<file path="src/rtl/uart_pkg.sv">
// uart_pkg: shared UART definitions.
//   rx_state_t  - receive FSM states
//   UART_DATA_W - default data bits per frame
package uart_pkg;

    localparam int UART_DATA_W = 8;

    typedef enum logic [1:0] {
        IDLE,
        START,
        DATA,
        STOP
    } rx_state_t;

endpackage

</file>
<file path="src/rtl/rx_bit_counter.sv">
// rx_bit_counter: bit-period counter for the UART receiver.
//   clk, nrst  - clock, async active-low reset
//   clr        - synchronous clear to 0 (priority over enable)
//   enable     - count this cycle
//   max        - wrap value (bit period minus one)
//   half       - mid-bit compare value
//   count      - current count
//   tick       - count==max while enabled (wraps to 0 on this edge)
//   half_tick  - count==half while enabled
module rx_bit_counter
    import uart_pkg::*;
#(
    parameter int CNT_W = 16
) (
    input  logic             clk,
    input  logic             nrst,
    input  logic             clr,
    input  logic             enable,
    input  logic [CNT_W-1:0] max,
    input  logic [CNT_W-1:0] half,
    output logic [CNT_W-1:0] count,
    output logic             tick,
    output logic             half_tick
);

    assign tick      = enable && (count == max);
    assign half_tick = enable && (count == half);

    always_ff @(posedge clk or negedge nrst) begin
        if (!nrst) begin
            count <= '0;
        end else if (clr) begin
            count <= '0;
        end else if (enable) begin
            count <= tick ? '0 : count + 1'b1;
        end
    end

endmodule

</file>
<file path="src/rtl/uart_rx_frame.sv">
// uart_rx_frame: 8N1 UART receive engine with held valid/read handshake.
//   clk, nrst     - clock, async active-low reset
//   en            - receiver enable; low aborts to IDLE
//   clks_per_bit  - bit period minus one (static while busy, min 3)
//   rx_in         - asynchronous serial line, idle high
//   rx_read       - consumer pulse: data_out taken
//   data_out      - last good byte
//   rx_valid      - good byte waiting
//   overrun       - sticky: byte completed while rx_valid high
//   framing_err   - one-cycle pulse: stop bit sampled low
//   busy          - FSM not in IDLE
module uart_rx_frame
    import uart_pkg::*;
#(
    parameter int DATA_W = UART_DATA_W,
    parameter int CNT_W  = 16
) (
    input  logic              clk,
    input  logic              nrst,
    input  logic              en,
    input  logic [CNT_W-1:0]  clks_per_bit,
    input  logic              rx_in,
    input  logic              rx_read,
    output logic [DATA_W-1:0] data_out,
    output logic              rx_valid,
    output logic              overrun,
    output logic              framing_err,
    output logic              busy
);

    localparam int IDX_W = $clog2(DATA_W) + 1;
    localparam logic [IDX_W-1:0] LAST_IDX = IDX_W'(DATA_W - 1);

    logic rx_m, rx_s, rx_p;
    rx_state_t state;
    logic [IDX_W-1:0]  idx;
    logic [DATA_W-1:0] shift;

    logic [CNT_W-1:0] count;
    logic             tick, half_tick;
    logic             cnt_clr, cnt_en;

    // Synchronizer and previous-sample flop reset high so a low line at
    // reset release is not seen as a falling edge.
    always_ff @(posedge clk or negedge nrst) begin
        if (!nrst) begin
            rx_m <= 1'b1;
            rx_s <= 1'b1;
            rx_p <= 1'b1;
        end else begin
            rx_m <= rx_in;
            rx_s <= rx_m;
            rx_p <= rx_s;
        end
    end

    // Counter is held at 0 in IDLE, restarts after the start-bit midpoint so
    // every data/stop sample lands a full period later, mid-bit.
    assign cnt_clr = (state == IDLE) || !en || ((state == START) && half_tick);
    assign cnt_en  = (state != IDLE);

    rx_bit_counter #(.CNT_W(CNT_W)) u_cnt (
        .clk       (clk),
        .nrst      (nrst),
        .clr       (cnt_clr),
        .enable    (cnt_en),
        .max       (clks_per_bit),
        .half      (clks_per_bit >> 1),
        .count     (count),
        .tick      (tick),
        .half_tick (half_tick)
    );

    always_ff @(posedge clk or negedge nrst) begin
        if (!nrst) begin
            state       <= IDLE;
            idx         <= '0;
            shift       <= '0;
            data_out    <= '0;
            rx_valid    <= 1'b0;
            overrun     <= 1'b0;
            framing_err <= 1'b0;
            busy        <= 1'b0;
        end else begin
            framing_err <= 1'b0;
            if (rx_read) begin
                rx_valid <= 1'b0;
                overrun  <= 1'b0;
            end
            if (!en) begin
                state <= IDLE;
                idx   <= '0;
                busy  <= 1'b0;
            end else begin
                case (state)
                    IDLE: begin
                        if (!rx_s && rx_p) begin
                            state <= START;
                            busy  <= 1'b1;
                        end
                    end
                    START: begin
                        if (half_tick) begin
                            if (!rx_s) begin
                                state <= DATA;
                                idx   <= '0;
                            end else begin
                                state <= IDLE;
                                busy  <= 1'b0;
                            end
                        end
                    end
                    DATA: begin
                        if (tick) begin
                            // LSB arrives first and ends up in bit 0.
                            shift <= {rx_s, shift[DATA_W-1:1]};
                            idx   <= idx + 1'b1;
                            if (idx == LAST_IDX) state <= STOP;
                        end
                    end
                    STOP: begin
                        if (tick) begin
                            state <= IDLE;
                            busy  <= 1'b0;
                            if (rx_s) begin
                                // Load wins over a same-cycle rx_read.
                                data_out <= shift;
                                rx_valid <= 1'b1;
                                if (rx_valid && !rx_read) overrun <= 1'b1;
                            end else begin
                                framing_err <= 1'b1;
                            end
                        end
                    end
                    default: begin
                        state <= IDLE;
                        busy  <= 1'b0;
                    end
                endcase
            end
        end
    end

endmodule

</file>
<file path="config.mk">
export PLATFORM = sky130hd
export DESIGN_NAME = uart_rx_frame
export DESIGN_NICKNAME = d
export VERILOG_FILES = /design/src/rtl/uart_pkg.sv /design/src/rtl/rx_bit_counter.sv /design/src/rtl/uart_rx_frame.sv
export SDC_FILE = /design/constraint.sdc
export NUM_CORES = 1
export LEC_CHECK = 0
export CAP_MARGIN = 5
export CORE_MARGIN = 4
export CORE_UTILIZATION = 46
export CTS_CLUSTER_SIZE = 10
export DETAILED_ROUTE_END_ITERATION = 10
export PLACE_DENSITY = 0.66
export SKIP_LAST_GASP = 1
export SLEW_MARGIN = 15
export SYNTH_ARGS = -nofsm -noshare
export SYNTH_HDL_FRONTEND = slang
export SYNTH_SLANG_ARGS = --single-unit
</file>
<file path="constraint.sdc">
create_clock -name clk -period 4.9 [get_ports clk]
set_clock_uncertainty 0.15 [all_clocks]
set_input_delay 0.735 -clock clk [delete_from_list [all_inputs] [get_ports clk]]
set_output_delay 0.735 -clock clk [all_outputs]
set_load 0.1 [all_outputs]
</file>
==> flow_summary.ini, run 1 <==
[cts]
clockRootBuffer = clkbuf_8
cts_buffers = 5
clk_pin_slew_ns = 0.08
clock_path_buffers = 2
post_cts_resized = 0
htreeDepth = 2
worstSkewPairLatency_ns = 0.29
cts_sinks = 45
tritoncts = yes
postCtsSetupBuffers = 0
cts.hold.buffers_added = 0

[worst_setup_path]
cp.arrival_ns = 3.25
worst_ep_required_time_ns = 4.93
r2r_slack_ns = 2.11
r2r-start = u_cnt.count[8]
critPathCaptureType = register
critPathLaunch = clks_per_bit[8]
critPathKind = input pin to register
worstReg2RegEnd = data_out[3]
setup.worst_path.end = data_out[3]
crit_fanout = 10
ff2ff_path_depth = 5
worstSetupStartpointType = input pin

[finish]
drive_gt1_share_pct = 11.7
area_growth_pct = 18.5
design_area_um2 = 2910
post-route-util_pct = 56.6
diodes = 0
num-nets-final = 278

[detailed_routing]
drt_iter0_markers = 133
wl_per_cell_um = 16.1
drtAntennaViolNets = 0
drt-pass1-iter-count = 4
via_per_inst = 5.53
drc = 0
vias = 1804
totalWireLength_um = 5250

[global_route]
antenna_found_initial = 0
grt_max_degree = 46
grt.overflow.total = 0
grt_usage_pct = 17.7
grt_pass1_wl_um = 9000
grt_pass1_vias = 1791

[floorplanning]
die-area_um2 = 6570
io_pins = 33
core_um2 = 5140
start_util_pct = 47.8
die_h_um = 81.1
fp.dieW_um = 81.1
num_rows = 26

[power_and_ir_drop]
powerDensity_nw_per_um2 = 244
max-vdd-ir-drop_v = 0.000166
p_leak_nw = 1.24

[synth]
ys_seq_elements = 45
synthCells = 231
synth_edf_count = 0
synth.net_count = 254
yosysWarnings = 0
ys.flop_type = dfrtp_1
synth.avg_cell_area_um2 = 10.6
netlist_area_um2 = 2450
seq_area_frac_synth_pct = 46.0
synth_cell_types = 39
ys_async_sr_fraction_pct = 100

[placed_design]
dpl.hpwl_um = 3860
post-place-ws_ns = 1.40
placed_area_um2 = 2800
place.port_buffers = 32
gp_congestion = 0.868

[flow_run]
max_cap_violations = 0

[run_status]
outcome = completed

[timing]
rsz0062_at_grt = no
finalSetupTns_ns = 0
fmax_mhz = 311
setup-violations-final = 0
fin_crit_sh_pct = 65.7
hold_viol = 0
fin_crit_ns = 3.22
relSlewSlack_pct = 34.7
slew_viol_final = 0
worst_pin_slew_ns = 0.980
timing.hold.ws_ns = 0.209
finalWorstSetupSlack_ns = 1.68

[min_path]
hp-class = register to register
## Yosys cell counts, drive strengths merged, types with 2 or more instances
master	instances	area [um2]
xnor2	12	105
clkbuf	11	42.5
o21ai	2	10.0
mux2	16	180
nand3	8	40.0
nor3	7	35.0
xor2	33	289
a221o	2	20.0
buf	5	25.0
and3	2	12.5
nand2	10	37.5
nor2	11	41.3
dfrtp	42	1050
or3	3	18.8
ha	2	25.0
dfstp	3	78.8
inv	6	22.5
a2111oi	16	140
nor4	10	77.6
o211ai	3	22.5
a21oi	5	25.0
nand4	7	43.8
## critical path, cell delays in order
cell and delay [ns]:
clkdlybuf4s50_1 0.45, xor2_1 0.19, nor4_1 0.40, nand3_1 0.34, nor4_4 0.71, mux2_2 0.41
## through the flow
step / total power, mW / cells
2_1_floorplan: 0.407 / 231
3_3_place_gp: 0.442 / 318
3_5_place_dp: 0.442 / 318
4_1_cts: 0.721 / 326
5_1_grt: 0.748 / 326
6_report: 0.711 / 326
## flip-flops by register name, summed over array words and instances, names as in the netlist
signal / cells
u_cnt.count: 16
data_out: 8
shift: 8
idx: 4
state: 2
busy: 1
framing_err: 1
overrun: 1
rx_m: 1
rx_p: 1
rx_s: 1
rx_valid: 1
## kinds of logic (layout without fill, tap and decap cells)
| kind of cell | after synthesis | in the layout | share of synthesized area [%] |
|---|---|---|---|
| buf+inv | 23 | 48 | 3.82 |
| mux | 16 | 16 | 7.34 |
| simple gates | 62 | 62 | 13.6 |
| compound gates | 38 | 38 | 12.2 |
| fa+ha+maj | 2 | 2 | 1.02 |
| xor+xnor | 45 | 45 | 16.1 |
| flops | 45 | 45 | 46.0 |
## how the worst min path moves through the flow
stage,depth (start not counted),end,slack [ns],from
2_1_floorplan,0,rx_s,0.20,rx_m
3_3_place_gp,0,rx_s,0.20,rx_m
3_5_place_dp,0,rx_s,0.20,rx_m
4_1_cts,0,rx_s,0.21,rx_m
5_1_grt,0,rx_s,0.21,rx_m
6_report,0,rx_s,0.21,rx_m
## cells in the final DEF, fill, tap and decap left out, types with 2 or more instances in the layout
cell	count
dfstp_2	3
nor4_1	9
nor3_1	7
clkdlybuf4s50_1	31
nor2_1	11
mux2_2	16
o211ai_1	3
xor2_1	33
or3_1	3
xnor2_1	12
nand2_1	10
nand4_1	7
a2111oi_0	16
inv_1	6
a221o_1	2
clkbuf_8	5
nand3_1	8
and3_1	2
ha_1	2
a21oi_1	5
dfrtp_1	42
o21ai_0	2
## final cells by class
| class | instances | area [um2] |
|---|---|---|
| Tap cell | 70 | 87.6 |
| Clock buffer | 6 | 72.6 |
| Clock inverter | 2 | 38.8 |
| Timing Repair Buffer | 33 | 323 |
| Inverter | 7 | 26.3 |
| Sequential cell | 45 | 1130 |
| Multi-Input combinational cell | 163 | 1230 |
| Fill cell | 465 | 2230 |
## report_power, final
part / switching (mW) / leakage [nW] / total, mW / internal (mW)
Combinational: 0.0312 / 0.563 / 0.0556 / 0.0245
Sequential: 0.00394 / 0.617 / 0.379 / 0.375
Clock: 0.123 / 0.0554 / 0.277 / 0.153
Total: 0.158 / 1.24 / 0.711 / 0.552
## metal layers
metal  track usage, %  part of all wire (%)  vias up
met1             26.8                    49      883
met2             26.1                    47       31
li1                 -                     -      888
met5                0                     0        -
met3             3.66                   3.6        2
met4             3.55                  0.51        0
No activity file was read; power rests on OpenSTA's default activity.
==> run 2, diff against run 1 <==
--- a/config.mk
+++ b/config.mk
@@ -10,7 +10,7 @@
 export CORE_UTILIZATION = 46
 export CTS_CLUSTER_SIZE = 10
 export DETAILED_ROUTE_END_ITERATION = 10
-export PLACE_DENSITY = 0.66
+export PLACE_DENSITY = 0.68
 export SKIP_LAST_GASP = 1
 export SLEW_MARGIN = 15
 export SYNTH_ARGS = -nofsm -noshare
==> constraint.sdc (replaced) <==
create_clock -name clk -period 2.71 [get_ports clk]
set_clock_uncertainty 0.15 [all_clocks]
set_input_delay 0.4065 -clock clk [delete_from_list [all_inputs] [get_ports clk]]
set_output_delay 0.4065 -clock clk [all_outputs]
set_load 0.1 [all_outputs]
==> flow_summary.ini, run 2 (synthesis results as in run 1) <==
[cts]
clock_path_buffers = 2
clockRootBuffer = clkbuf_8
worstSkewPairLatency_ns = 0.29
clk_pin_slew_ns = 0.09
post_cts_resized = 0
cts_sinks = 45
htreeDepth = 2
cts_buffers = 5
tritoncts = yes

[power_and_ir_drop]
powerDensity_nw_per_um2 = 404
p_leak_nw = 1.40
power_mw = 1.25
max-vdd-ir-drop_v = 0.000337

[detailed_routing]
drt_iter0_markers = 118
wl_per_cell_um = 15.6
drt-pass1-iter-count = 4
drtAntennaViolNets = 0
via_per_inst = 5.53
totalWireLength_um = 5550
drc = 0
vias = 1962

[floorplanning]
num_rows = 26
core_um2 = 5140
io_pins = 33
die_h_um = 81.1
die-area_um2 = 6570
fp.dieW_um = 81.1
start_util_pct = 47.8

[timing]
setup-violations-final = 0
hold_viol = 0
worst_pin_slew_ns = 0.453
fin_crit_sh_pct = 91.3
slew_viol_final = 0
fin_crit_ns = 2.48
finalSetupTns_ns = 0
fmax_mhz = 404
rsz0062_at_grt = no
relSlewSlack_pct = 69.5

[finish]
drive_gt1_share_pct = 24.9
largest_register = u_cnt.count
area_growth_pct = 26.3
mostFrequentLayoutCells = 42 x dfrtp_1, 40 x buf_4, 33 x xor2_1, 19 x clkdlybuf4s50_1
fillCellCount = 454
layout_commonest_cell = dfrtp_1
diodes = 0
num-nets-final = 307
largest_reg_flops = 16
reg_top3 = u_cnt.count (16), data_out (8), shift (8)

[run_status]
outcome = completed

[global_route]
grt.overflow.total = 0
grt_pass1_vias = 1910
grt_max_degree = 22
grt_pass1_wl_um = 9450
grt_usage_pct = 18.8
antenna_found_initial = 0

[min_path]
hold_depth = 0
hp-class = register to register
min_to = rx_s
worstHoldStart = rx_m

[worst_setup_path]
critical_path.slowest_cell = clkdlybuf4s50_1
cpLargestDelayFamily = simple AND/OR/NAND/NOR gates
critPathKind = input pin to register
critPathCaptureType = register
crit_fanout = 9
worstSetupStartpointType = input pin
worstReg2RegEnd = data_out[4]
path_buf_inv = 2
r2r-start = u_cnt.count[0]
worst_ep_required_time_ns = 2.74
r2r_slack_ns = 0.33
cp.arrival_ns = 2.51
ff2ff_path_depth = 7
crit_chain = clkdlybuf4s50_1 > xor2_1 > nor4_1 > nand3_1 > nor4_4 > buf_4 > mux2_2
slowest_delay_ns = 0.44

[flow_run]
max_cap_violations = 0

[placed_design]
place.port_buffers = 32
gp_congestion = 0.887
dpl.hpwl_um = 4320
run 2: worst max-delay path by stage:
stage	slack (ns)	cells past startpoint	end	startpoint
after floorplan	0.31	7	data_out[0]	u_cnt.count[10]
after global placement	-0.04	7	data_out[4]	clks_per_bit[11]
after detailed placement	-0.08	7	data_out[4]	clks_per_bit[15]
after CTS	0.24	7	data_out[4]	clks_per_bit[15]
after global routing	0.1	7	data_out[4]	clks_per_bit[8]
final	0.23	7	data_out[4]	clks_per_bit[8]
run 2: report_power, final:
group	leakage, nW	internal [mW]	switching (mW)	total, mW
Combinational	0.730	0.0591	0.0640	0.123
Sequential	0.617	0.677	0.00457	0.682
Clock	0.0518	0.212	0.235	0.447
run 2: what timing repair did:
action                                 4_1_cts  5_1_grt
setup buffers                                0        0
hold buffers                                 1        0
endpoints found under the hold margin        9        0
run 2: worst register-to-register path, stage by stage, from the launching register on:
cell	delay (ns)
dfrtp_1	0.49
xor2_1	0.19
nor4_1	0.27
buf_4	0.16
nand3_1	0.15
nor4_4	0.29
buf_4	0.22
mux2_2	0.35
run 2: layout make-up:
cell class	count	area, um2	area share (%)
Sequential cell	45	1130	36.4
Multi-Input combinational cell	163	1230	39.7
Inverter	7	26.3	0.847
Tap cell	70	87.6	2.82
Timing Repair Buffer	62	526	16.9
Clock inverter	2	17.5	0.565
Clock buffer	6	82.6	2.66
run 2: layer usage:
layer / share of wire, % / vias to the layer above / global-route usage [%]
met1: 48 / 948 / 27.3
li1: - / 954 / -
met2: 47 / 51 / 28.7
met3: 3.7 / 9 / 3.33
met5: 0 / - / 0
met4: 1.7 / 0 / 5.41
run 2: through the flow:
step	utilization (%)	hold WS (ns)	worst slack (ns)	instance area, um2	instances
floorplan	-	-0.0391	0.311	2450	231
global placement	58.2	0.141	-0.0356	2990	346
detailed placement	58.2	0.142	-0.0847	2990	346
CTS	60.3	0.211	0.235	3100	355
global route	60.3	0.213	0.0997	3100	355
finish	60.3	0.210	0.234	3100	355
